<file path="src/rtl/des_pkg.sv">
// des_pkg: DES permutation tables and functions, S-boxes, key shift schedule and controller state type
package des_pkg;
  localparam int W64 = 64;
  localparam int W56 = 56;
  localparam int W48 = 48;
  localparam int W32 = 32;
  localparam int W28 = 28;
  typedef enum logic [1:0] {IDLE, RUN, DONE} state_t;
  localparam logic [1:0] SHIFT [0:17] = '{0, 1, 1, 2, 2, 2, 2, 2, 2, 1, 2, 2, 2, 2, 2, 2, 1, 0};
  localparam int IP_T [0:63] = '{
    58, 50, 42, 34, 26, 18, 10, 2, 60, 52, 44, 36, 28, 20, 12, 4,
    62, 54, 46, 38, 30, 22, 14, 6, 64, 56, 48, 40, 32, 24, 16, 8,
    57, 49, 41, 33, 25, 17, 9, 1, 59, 51, 43, 35, 27, 19, 11, 3,
    61, 53, 45, 37, 29, 21, 13, 5, 63, 55, 47, 39, 31, 23, 15, 7};
  localparam int FP_T [0:63] = '{
    40, 8, 48, 16, 56, 24, 64, 32, 39, 7, 47, 15, 55, 23, 63, 31,
    38, 6, 46, 14, 54, 22, 62, 30, 37, 5, 45, 13, 53, 21, 61, 29,
    36, 4, 44, 12, 52, 20, 60, 28, 35, 3, 43, 11, 51, 19, 59, 27,
    34, 2, 42, 10, 50, 18, 58, 26, 33, 1, 41, 9, 49, 17, 57, 25};
  localparam int E_T [0:47] = '{
    32, 1, 2, 3, 4, 5, 4, 5, 6, 7, 8, 9, 8, 9, 10, 11, 12, 13, 12, 13, 14, 15, 16, 17,
    16, 17, 18, 19, 20, 21, 20, 21, 22, 23, 24, 25, 24, 25, 26, 27, 28, 29, 28, 29, 30, 31, 32, 1};
  localparam int P_T [0:31] = '{
    16, 7, 20, 21, 29, 12, 28, 17, 1, 15, 23, 26, 5, 18, 31, 10,
    2, 8, 24, 14, 32, 27, 3, 9, 19, 13, 30, 6, 22, 11, 4, 25};
  localparam int PC1_T [0:55] = '{
    57, 49, 41, 33, 25, 17, 9, 1, 58, 50, 42, 34, 26, 18,
    10, 2, 59, 51, 43, 35, 27, 19, 11, 3, 60, 52, 44, 36,
    63, 55, 47, 39, 31, 23, 15, 7, 62, 54, 46, 38, 30, 22,
    14, 6, 61, 53, 45, 37, 29, 21, 13, 5, 28, 20, 12, 4};
  localparam int PC2_T [0:47] = '{
    14, 17, 11, 24, 1, 5, 3, 28, 15, 6, 21, 10, 23, 19, 12, 4, 26, 8, 16, 7, 27, 20, 13, 2,
    41, 52, 31, 37, 47, 55, 30, 40, 51, 45, 33, 48, 44, 49, 39, 56, 34, 53, 46, 42, 50, 36, 29, 32};
  localparam logic [3:0] SBOX [0:7][0:63] = '{
    '{14, 4, 13, 1, 2, 15, 11, 8, 3, 10, 6, 12, 5, 9, 0, 7,
      0, 15, 7, 4, 14, 2, 13, 1, 10, 6, 12, 11, 9, 5, 3, 8,
      4, 1, 14, 8, 13, 6, 2, 11, 15, 12, 9, 7, 3, 10, 5, 0,
      15, 12, 8, 2, 4, 9, 1, 7, 5, 11, 3, 14, 10, 0, 6, 13},
    '{15, 1, 8, 14, 6, 11, 3, 4, 9, 7, 2, 13, 12, 0, 5, 10,
      3, 13, 4, 7, 15, 2, 8, 14, 12, 0, 1, 10, 6, 9, 11, 5,
      0, 14, 7, 11, 10, 4, 13, 1, 5, 8, 12, 6, 9, 3, 2, 15,
      13, 8, 10, 1, 3, 15, 4, 2, 11, 6, 7, 12, 0, 5, 14, 9},
    '{10, 0, 9, 14, 6, 3, 15, 5, 1, 13, 12, 7, 11, 4, 2, 8,
      13, 7, 0, 9, 3, 4, 6, 10, 2, 8, 5, 14, 12, 11, 15, 1,
      13, 6, 4, 9, 8, 15, 3, 0, 11, 1, 2, 12, 5, 10, 14, 7,
      1, 10, 13, 0, 6, 9, 8, 7, 4, 15, 14, 3, 11, 5, 2, 12},
    '{7, 13, 14, 3, 0, 6, 9, 10, 1, 2, 8, 5, 11, 12, 4, 15,
      13, 8, 11, 5, 6, 15, 0, 3, 4, 7, 2, 12, 1, 10, 14, 9,
      10, 6, 9, 0, 12, 11, 7, 13, 15, 1, 3, 14, 5, 2, 8, 4,
      3, 15, 0, 6, 10, 1, 13, 8, 9, 4, 5, 11, 12, 7, 2, 14},
    '{2, 12, 4, 1, 7, 10, 11, 6, 8, 5, 3, 15, 13, 0, 14, 9,
      14, 11, 2, 12, 4, 7, 13, 1, 5, 0, 15, 10, 3, 9, 8, 6,
      4, 2, 1, 11, 10, 13, 7, 8, 15, 9, 12, 5, 6, 3, 0, 14,
      11, 8, 12, 7, 1, 14, 2, 13, 6, 15, 0, 9, 10, 4, 5, 3},
    '{12, 1, 10, 15, 9, 2, 6, 8, 0, 13, 3, 4, 14, 7, 5, 11,
      10, 15, 4, 2, 7, 12, 9, 5, 6, 1, 13, 14, 0, 11, 3, 8,
      9, 14, 15, 5, 2, 8, 12, 3, 7, 0, 4, 10, 1, 13, 11, 6,
      4, 3, 2, 12, 9, 5, 15, 10, 11, 14, 1, 7, 6, 0, 8, 13},
    '{4, 11, 2, 14, 15, 0, 8, 13, 3, 12, 9, 7, 5, 10, 6, 1,
      13, 0, 11, 7, 4, 9, 1, 10, 14, 3, 5, 12, 2, 15, 8, 6,
      1, 4, 11, 13, 12, 3, 7, 14, 10, 15, 6, 8, 0, 5, 9, 2,
      6, 11, 13, 8, 1, 4, 10, 7, 9, 5, 0, 15, 14, 2, 3, 12},
    '{13, 2, 8, 4, 6, 15, 11, 1, 10, 9, 3, 14, 5, 0, 12, 7,
      1, 15, 13, 8, 10, 3, 7, 4, 12, 5, 6, 11, 0, 14, 9, 2,
      7, 11, 4, 1, 9, 12, 14, 2, 0, 6, 10, 13, 15, 3, 5, 8,
      2, 1, 14, 7, 4, 10, 8, 13, 15, 12, 9, 0, 3, 5, 6, 11}};
  function automatic logic [63:0] ip(input logic [63:0] x);
    logic [63:0] y;
    for (int i = 0; i < 64; i++) y[6'(63 - i)] = x[6'(64 - IP_T[6'(i)])];
    return y;
  endfunction
  function automatic logic [63:0] fp(input logic [63:0] x);
    logic [63:0] y;
    for (int i = 0; i < 64; i++) y[6'(63 - i)] = x[6'(64 - FP_T[6'(i)])];
    return y;
  endfunction
  function automatic logic [47:0] ebox(input logic [31:0] x);
    logic [47:0] y;
    for (int i = 0; i < 48; i++) y[6'(47 - i)] = x[5'(32 - E_T[6'(i)])];
    return y;
  endfunction
  function automatic logic [31:0] pbox(input logic [31:0] x);
    logic [31:0] y;
    for (int i = 0; i < 32; i++) y[5'(31 - i)] = x[5'(32 - P_T[5'(i)])];
    return y;
  endfunction
  function automatic logic [55:0] pc1(input logic [63:0] x);
    logic [55:0] y;
    for (int i = 0; i < 56; i++) y[6'(55 - i)] = x[6'(64 - PC1_T[6'(i)])];
    return y;
  endfunction
  function automatic logic [47:0] pc2(input logic [55:0] x);
    logic [47:0] y;
    for (int i = 0; i < 48; i++) y[6'(47 - i)] = x[6'(56 - PC2_T[6'(i)])];
    return y;
  endfunction
  function automatic logic [3:0] sbox(input logic [2:0] n, input logic [5:0] b);
    return SBOX[n][{b[5], b[0], b[4:1]}];
  endfunction
  function automatic logic [27:0] rot28(input logic [27:0] x, input logic [1:0] n, input logic right);
    logic [55:0] t;
    t = right ? ({x, x} >> n) : ({x, x} << n);
    return right ? t[27:0] : t[55:28];
  endfunction
endpackage

</file>
<file path="src/rtl/des_f.sv">
// des_f: combinational DES f-function P(S1..S8(E(r) ^ k))
module des_f
  import des_pkg::*;
(
  input  logic [31:0] r,
  input  logic [47:0] k,
  output logic [31:0] f
);
  logic [47:0] x;
  logic [31:0] s;
  assign x = ebox(r) ^ k;
  for (genvar i = 0; i < 8; i++) begin : g_sbox
    assign s[31 - 4*i -: 4] = sbox(3'(i), x[47 - 6*i -: 6]);
  end
  assign f = pbox(s);
endmodule

</file>
<file path="src/rtl/des_iter_ctrl.sv">
// des_iter_ctrl: iterative DES controller running one round per clock over a shared f-function
module des_iter_ctrl
  import des_pkg::*;
#(
  parameter int ROUNDS = 16
) (
  input  logic        clk,
  input  logic        rst_n,
  input  logic        in_valid,
  output logic        in_ready,
  input  logic        in_decrypt,
  input  logic [63:0] in_key,
  input  logic [63:0] in_block,
  output logic        out_valid,
  input  logic        out_ready,
  output logic [63:0] out_block,
  output logic        busy
);
  state_t      state;
  logic [4:0]  rnd;
  logic [31:0] l, r, f;
  logic [27:0] c, d, c_n, d_n;
  logic        dec;
  logic [1:0]  sh;
  logic [47:0] k;
  always_comb begin
    sh  = dec ? SHIFT[5'd18 - rnd] : SHIFT[rnd];
    c_n = rot28(c, sh, dec);
    d_n = rot28(d, sh, dec);
    k   = pc2({c_n, d_n});
  end
  des_f u_f (.r(r), .k(k), .f(f));
  assign out_block = fp({r, l});
  always_ff @(posedge clk)
    if (!rst_n) begin
      state     <= IDLE;
      rnd       <= '0;
      l         <= '0;
      r         <= '0;
      c         <= '0;
      d         <= '0;
      dec       <= 1'b0;
      in_ready  <= 1'b1;
      out_valid <= 1'b0;
      busy      <= 1'b0;
    end else
      case (state)
        IDLE:
          if (in_valid) begin
            {l, r}   <= ip(in_block);
            {c, d}   <= pc1(in_key);
            dec      <= in_decrypt;
            rnd      <= 5'd1;
            state    <= RUN;
            in_ready <= 1'b0;
            busy     <= 1'b1;
          end
        RUN: begin
          l   <= r;
          r   <= l ^ f;
          c   <= c_n;
          d   <= d_n;
          rnd <= rnd + 5'd1;
          if (rnd == 5'(ROUNDS)) begin
            state     <= DONE;
            out_valid <= 1'b1;
          end
        end
        DONE:
          if (out_ready) begin
            state     <= IDLE;
            out_valid <= 1'b0;
            in_ready  <= 1'b1;
            busy      <= 1'b0;
          end
        default: state <= IDLE;
      endcase
endmodule
</file>
<file path="config.mk">
export PLATFORM = sky130hd
export DESIGN_NAME = des_iter_ctrl
export DESIGN_NICKNAME = d
export VERILOG_FILES = /design/src/rtl/des_pkg.sv /design/src/rtl/des_f.sv /design/src/rtl/des_iter_ctrl.sv
export SDC_FILE = /design/constraint.sdc
export NUM_CORES = 1
export LEC_CHECK = 0
export BUFFER_PORTS_ARGS = -buffer_cell sky130_fd_sc_hd__buf_2
export CAP_MARGIN = 20
export CORE_AREA = 2 2 78 80
export CTS_BUF_LIST = sky130_fd_sc_hd__clkbuf_4 sky130_fd_sc_hd__clkbuf_8
export DETAILED_ROUTE_END_ITERATION = 6
export DIE_AREA = 0 0 80 82
export GPL_ROUTABILITY_DRIVEN = 0
export SLEW_MARGIN = 20
export SYNTH_ARGS = -nofsm -noshare
export SYNTH_HDL_FRONTEND = slang
export SYNTH_SLANG_ARGS = --single-unit
</file>
<file path="constraint.sdc">
create_clock -name clk -period 1.6 [get_ports clk]
set_input_delay 0.08 -clock clk [delete_from_list [all_inputs] [get_ports clk]]
set_output_delay 0.08 -clock clk [all_outputs]
set_load 0.005 [all_outputs]
</file>
Word-level counts from Yosys, hierarchy flattened
Cells that the tools add are included.

cells by class
  $add $sub $neg = 1
  eq/ne operators = 6
  muxes and demuxes = 14
  reduce and logical (&&, ||, !) cells = 8

operator list
  cell                 number
  $pmux 5 s2           1
  $reduce_and 3->1     3
  $mux 2               3
  $ne 2x2->1 const B   3
  $pmux 1 s2           3
  $pmux 2 s3           1
  $reduce_bool 2->1    3
  $add 5x1->5 const B  1
  $eq 5x5->1 const B   1
  $mux 1               5
  $mux 5               1
  $eq 2x1->1 const B   1
  $eq 2x2->1 const B   1
  $logic_not 2->1      1
  $reduce_and 2->1     1

word-level totals
  flip-flop bits (word level) = 10
  input bits = 133
  word-level logic and storage cells = 34

Longest topological paths before layout
  word-level depth = 3
  gate-level depth with buffers = 4
  depth with buffers taken out = 4

Least setup slack after synthesis
Ideal clock, no wire load.

  kind = reg2reg
  start = reg rnd[0]
  end = reg rnd[4]
  data arrival time = 1.100 ns
  data required time = 1.526 ns
  slack = 0.426 ns
  cell stages (with the launch flop) = 5
  cells stage by stage = dfxtp_1 ha_1 nand3_1 or3b_1 a31oi_1

between the ends
  word-level cells in the longest chain between the ends = 2

ends and longest elaborated chain
  what                    RTL line             text
  from (decl)             des_iter_ctrl.sv:20  logic [4:0] rnd;
  from (signal assigned)  des_iter_ctrl.sv:63  rnd <= rnd + 5'd1;
  $add 5x1->5             des_iter_ctrl.sv:63
  $pmux 5 s2              des_iter_ctrl.sv:47  case (state)

Every way passes these cells.
A chain may end at the register's enable or synchronous reset.

Worst setup path after layout
  start = reg state[0]
  end = reg rnd[4]

between the ends
  word-level cells in the longest chain between the ends = 3

ends and longest elaborated chain
  what                                                              RTL line             text
  from (decl)                                                       des_iter_ctrl.sv:19  state_t state;
  from (signal assigned)                                            des_iter_ctrl.sv:36  state <= IDLE;
  from (signal assigned)                                            des_iter_ctrl.sv:54  state <= RUN;
  from (signal assigned)                                            des_iter_ctrl.sv:65  state <= DONE;
  $eq 2x1->1 or $logic_not 2->1 (tied branches)                     -
  $reduce_bool 2->1 (no source line) or $ne 2x2->1 (tied branches)  -
  $reduce_and 2->1 (no source line)                                 -

Parallel ways exist; a longest one is shown, timed or not.

==> run metrics <==
Hold Path Class input port to register; final global-route overflow total 0; dpl cells 198; register area share after synthesis 0.208; endpoints failing setup 0; top post-synthesis cells by area buf_4 (50%), dfxtp_1 (21%), nand2_1 (3.1%), ha_1 (2.6%), inv_1 (2.0%); EDFF count, synth 0; Critical Setup Path Class register to register; Crit Path Max Fanout 9; row cnt 28; Peak Freq 0.786 GHz; power share of the combinational group 0.130; Peak VDD IR 0.000482 V; slowest stage delay, CP 0.46 ns; ys flop type dfxtp_1; vias 580; Final nets 263; Cells after Synth 120; synth-to-layout area growth -7.80%; worst skew pair latency 0.24 ns; post-synth top area cell buf_4; Die Y 82 um; CTS tree yes; Cell Area, Synth 962 um^2; Netlist cell types 28; fin crit period 1.27 ns; Slew Viols, Final 0; # IOs 200; GRT Total Usage 0.0345; number of setup buffers added after CTS 0; CTS Sinks 10; via/cell ratio 2.87; YS warnings 0; Antenna diodes 0; Seq cells post-synth 10; top cells by instance count after synthesis buf_4 (64), dfxtp_1 (10), nand2_1 (8); worst r2r dst rnd[4]$_SDFFE_PN0P_; worst path cell trace nor2b_4 > or3b_1 > a31oi_1; Worst R2R Path Depth 3; hold path endpoint in_ready$_SDFFE_PN1P_; antenna viol nets, final 0; # DRC 0; total wire length 1.26 mm; status completed; critical path capture point type register; WHS Path Cells 2; starting density of the core 0.167; count leader, synth buf_4; share of cells above drive strength 1 0.0866; leakage 0.444 nW; Clk pin slew, worst setup/hold paths 0.05 ns; Req. time, crit path 1.77 ns; largest net degree at the start of global routing 10; Int Power 0.502 mW; clk root buf clkbuf_8; routed len/inst 6.25 um; Yosys top cell area share 0.499; clock share of power 0.470; port bufs 6; Worst R2R Setup Slack 0.33 ns; Num CTS Buffers 3; Placeable Area 5750 um^2; Critical Path AT 1.44 ns; HP Start rst_n; Clock Skews 0.000889 ns; post-DP HPWL 978 um; Sw Share 0.262; Sw Pwr 0.178 mW; slowest stage cell, crit path dfxtp_1; Worst R2R Start state[0]$_SDFFE_PN0P_; first-pass GRT wire length 1.69 mm; Power per Cell Area 767 nW/um^2; CTS max path bufs 2; die area 6560 um^2; asr flop ratio synth 0; register share of total power 0.400; final period utilization 0.795; H-tree depth 1; Avg Synthesized Cell Area 8.02 um^2; Final Hold Viols 0; initial antenna violation count 0; hold buffers post-CTS 0; unrepaired setup endpoints after global routing false; final core occ 0.154; vias in the first global route 402; max-cap violations 0; TritonRoute pass-1 iters 4; die width 80 um; Finished Layout Cells 202; Initial DRC Count 12; # resized after CTS 0; Setup crit start kind register; Setup TNS Final 0 ns
-- power by group through the flow --
stage | clock, mW | sequential (mW) | combinational, mW
finish | 0.320 | 0.272 | 0.0882
global route | 0.347 | 0.274 | 0.106
CTS | 0.333 | 0.272 | 0.0849
detailed placement | 0 | 0.277 | 0.0843
global placement | 0 | 0.277 | 0.0828
floorplan | 0 | 0.273 | 0.182
-- layout by cell type (no fill, tap or decap) --
| master | n |
|---|---|
| a21o_1 | 1 |
| a21oi_1 | 3 |
| a221oi_1 | 1 |
| a22oi_1 | 1 |
| a31oi_1 | 1 |
| and3_1 | 1 |
| buf_2 | 6 |
| clkbuf_8 | 4 |
| conb_1 | 64 |
| dfxtp_1 | 10 |
| ha_1 | 2 |
| inv_1 | 5 |
| mux2i_1 | 1 |
| nand2_1 | 8 |
| nand2b_1 | 3 |
| nand3_1 | 2 |
| nand4_1 | 2 |
| nor2_1 | 2 |
| nor2b_1 | 1 |
| nor2b_4 | 1 |
| nor3b_1 | 1 |
| o211ai_1 | 1 |
| o21ai_0 | 1 |
| o21bai_1 | 1 |
| o31ai_1 | 1 |
| o32a_1 | 1 |
| or3b_1 | 1 |
| or4b_1 | 1 |
-- per-layer routing --
metal,share of wire,vias to the layer above,track usage,wire (um)
li1,-,271,-,-
met1,0.39,251,0.0381,494
met2,0.42,56,0.0508,526
met3,0.18,2,0.0143,223
met4,0.015,0,0.0305,19
met5,0,-,0,0
-- how the worst max path moves through the flow --
stage | from | to | slack (ns) | depth (start not counted)
global route | rnd[1]$_SDFFE_PN0P_ | rnd[4]$_SDFFE_PN0P_ | 0.24 | 4
CTS | rnd[0]$_SDFFE_PN0P_ | rnd[4]$_SDFFE_PN0P_ | 0.34 | 4
global placement | state[0]$_SDFFE_PN0P_ | rnd[4]$_SDFFE_PN0P_ | 0.37 | 3
detailed placement | rnd[0]$_SDFFE_PN0P_ | rnd[4]$_SDFFE_PN0P_ | 0.35 | 4
floorplan | rnd[0]$_SDFFE_PN0P_ | rnd[4]$_SDFFE_PN0P_ | 0.43 | 4
finish | state[0]$_SDFFE_PN0P_ | rnd[4]$_SDFFE_PN0P_ | 0.33 | 3
-- worst max-delay path: cells and delay by family, from the launching register on --
family          cells  cell delay, ns
compound gates      1            0.15
flops               1            0.46
simple gates        2            0.59
-- registers in the layout, indices dropped and copies added, names as in the netlist --
name	flops
in_ready	1
state	2
out_valid	1
busy	1
rnd	5
-- through the flow --
step / setup WS, ns / total power [mW] / hold WS, ns / cell area, um^2
global route: 0.239 / 0.727 / 0.0753 / 887
finish: 0.328 / 0.680 / 0.0700 / 887
CTS: 0.336 / 0.690 / 0.0652 / 887
floorplan: 0.426 / 0.455 / 0.156 / 1200
global placement: 0.372 / 0.359 / 0.315 / 832
detailed placement: 0.348 / 0.361 / 0.317 / 832
-- cell type report --
cell class,instances,area [um^2]
Timing Repair Buffer,6,30.0
Fill cell,683,4860
Multi-Input combinational cell,102,489
Tap cell,75,93.8
Clock buffer,4,55.1
Sequential cell,10,200
Inverter,5,18.8
-- logic make-up after synthesis --
group	share of synthesized area
AO/OA/AOI/OAI	0.0858
adder cells (fa/ha/maj)	0.0260
buffers and inverters	0.529
flip-flops	0.208
multiplexers	0.0104
other	0.00390
AND/OR/NAND/NOR	0.137
Power figures use the tool's default switching activity.
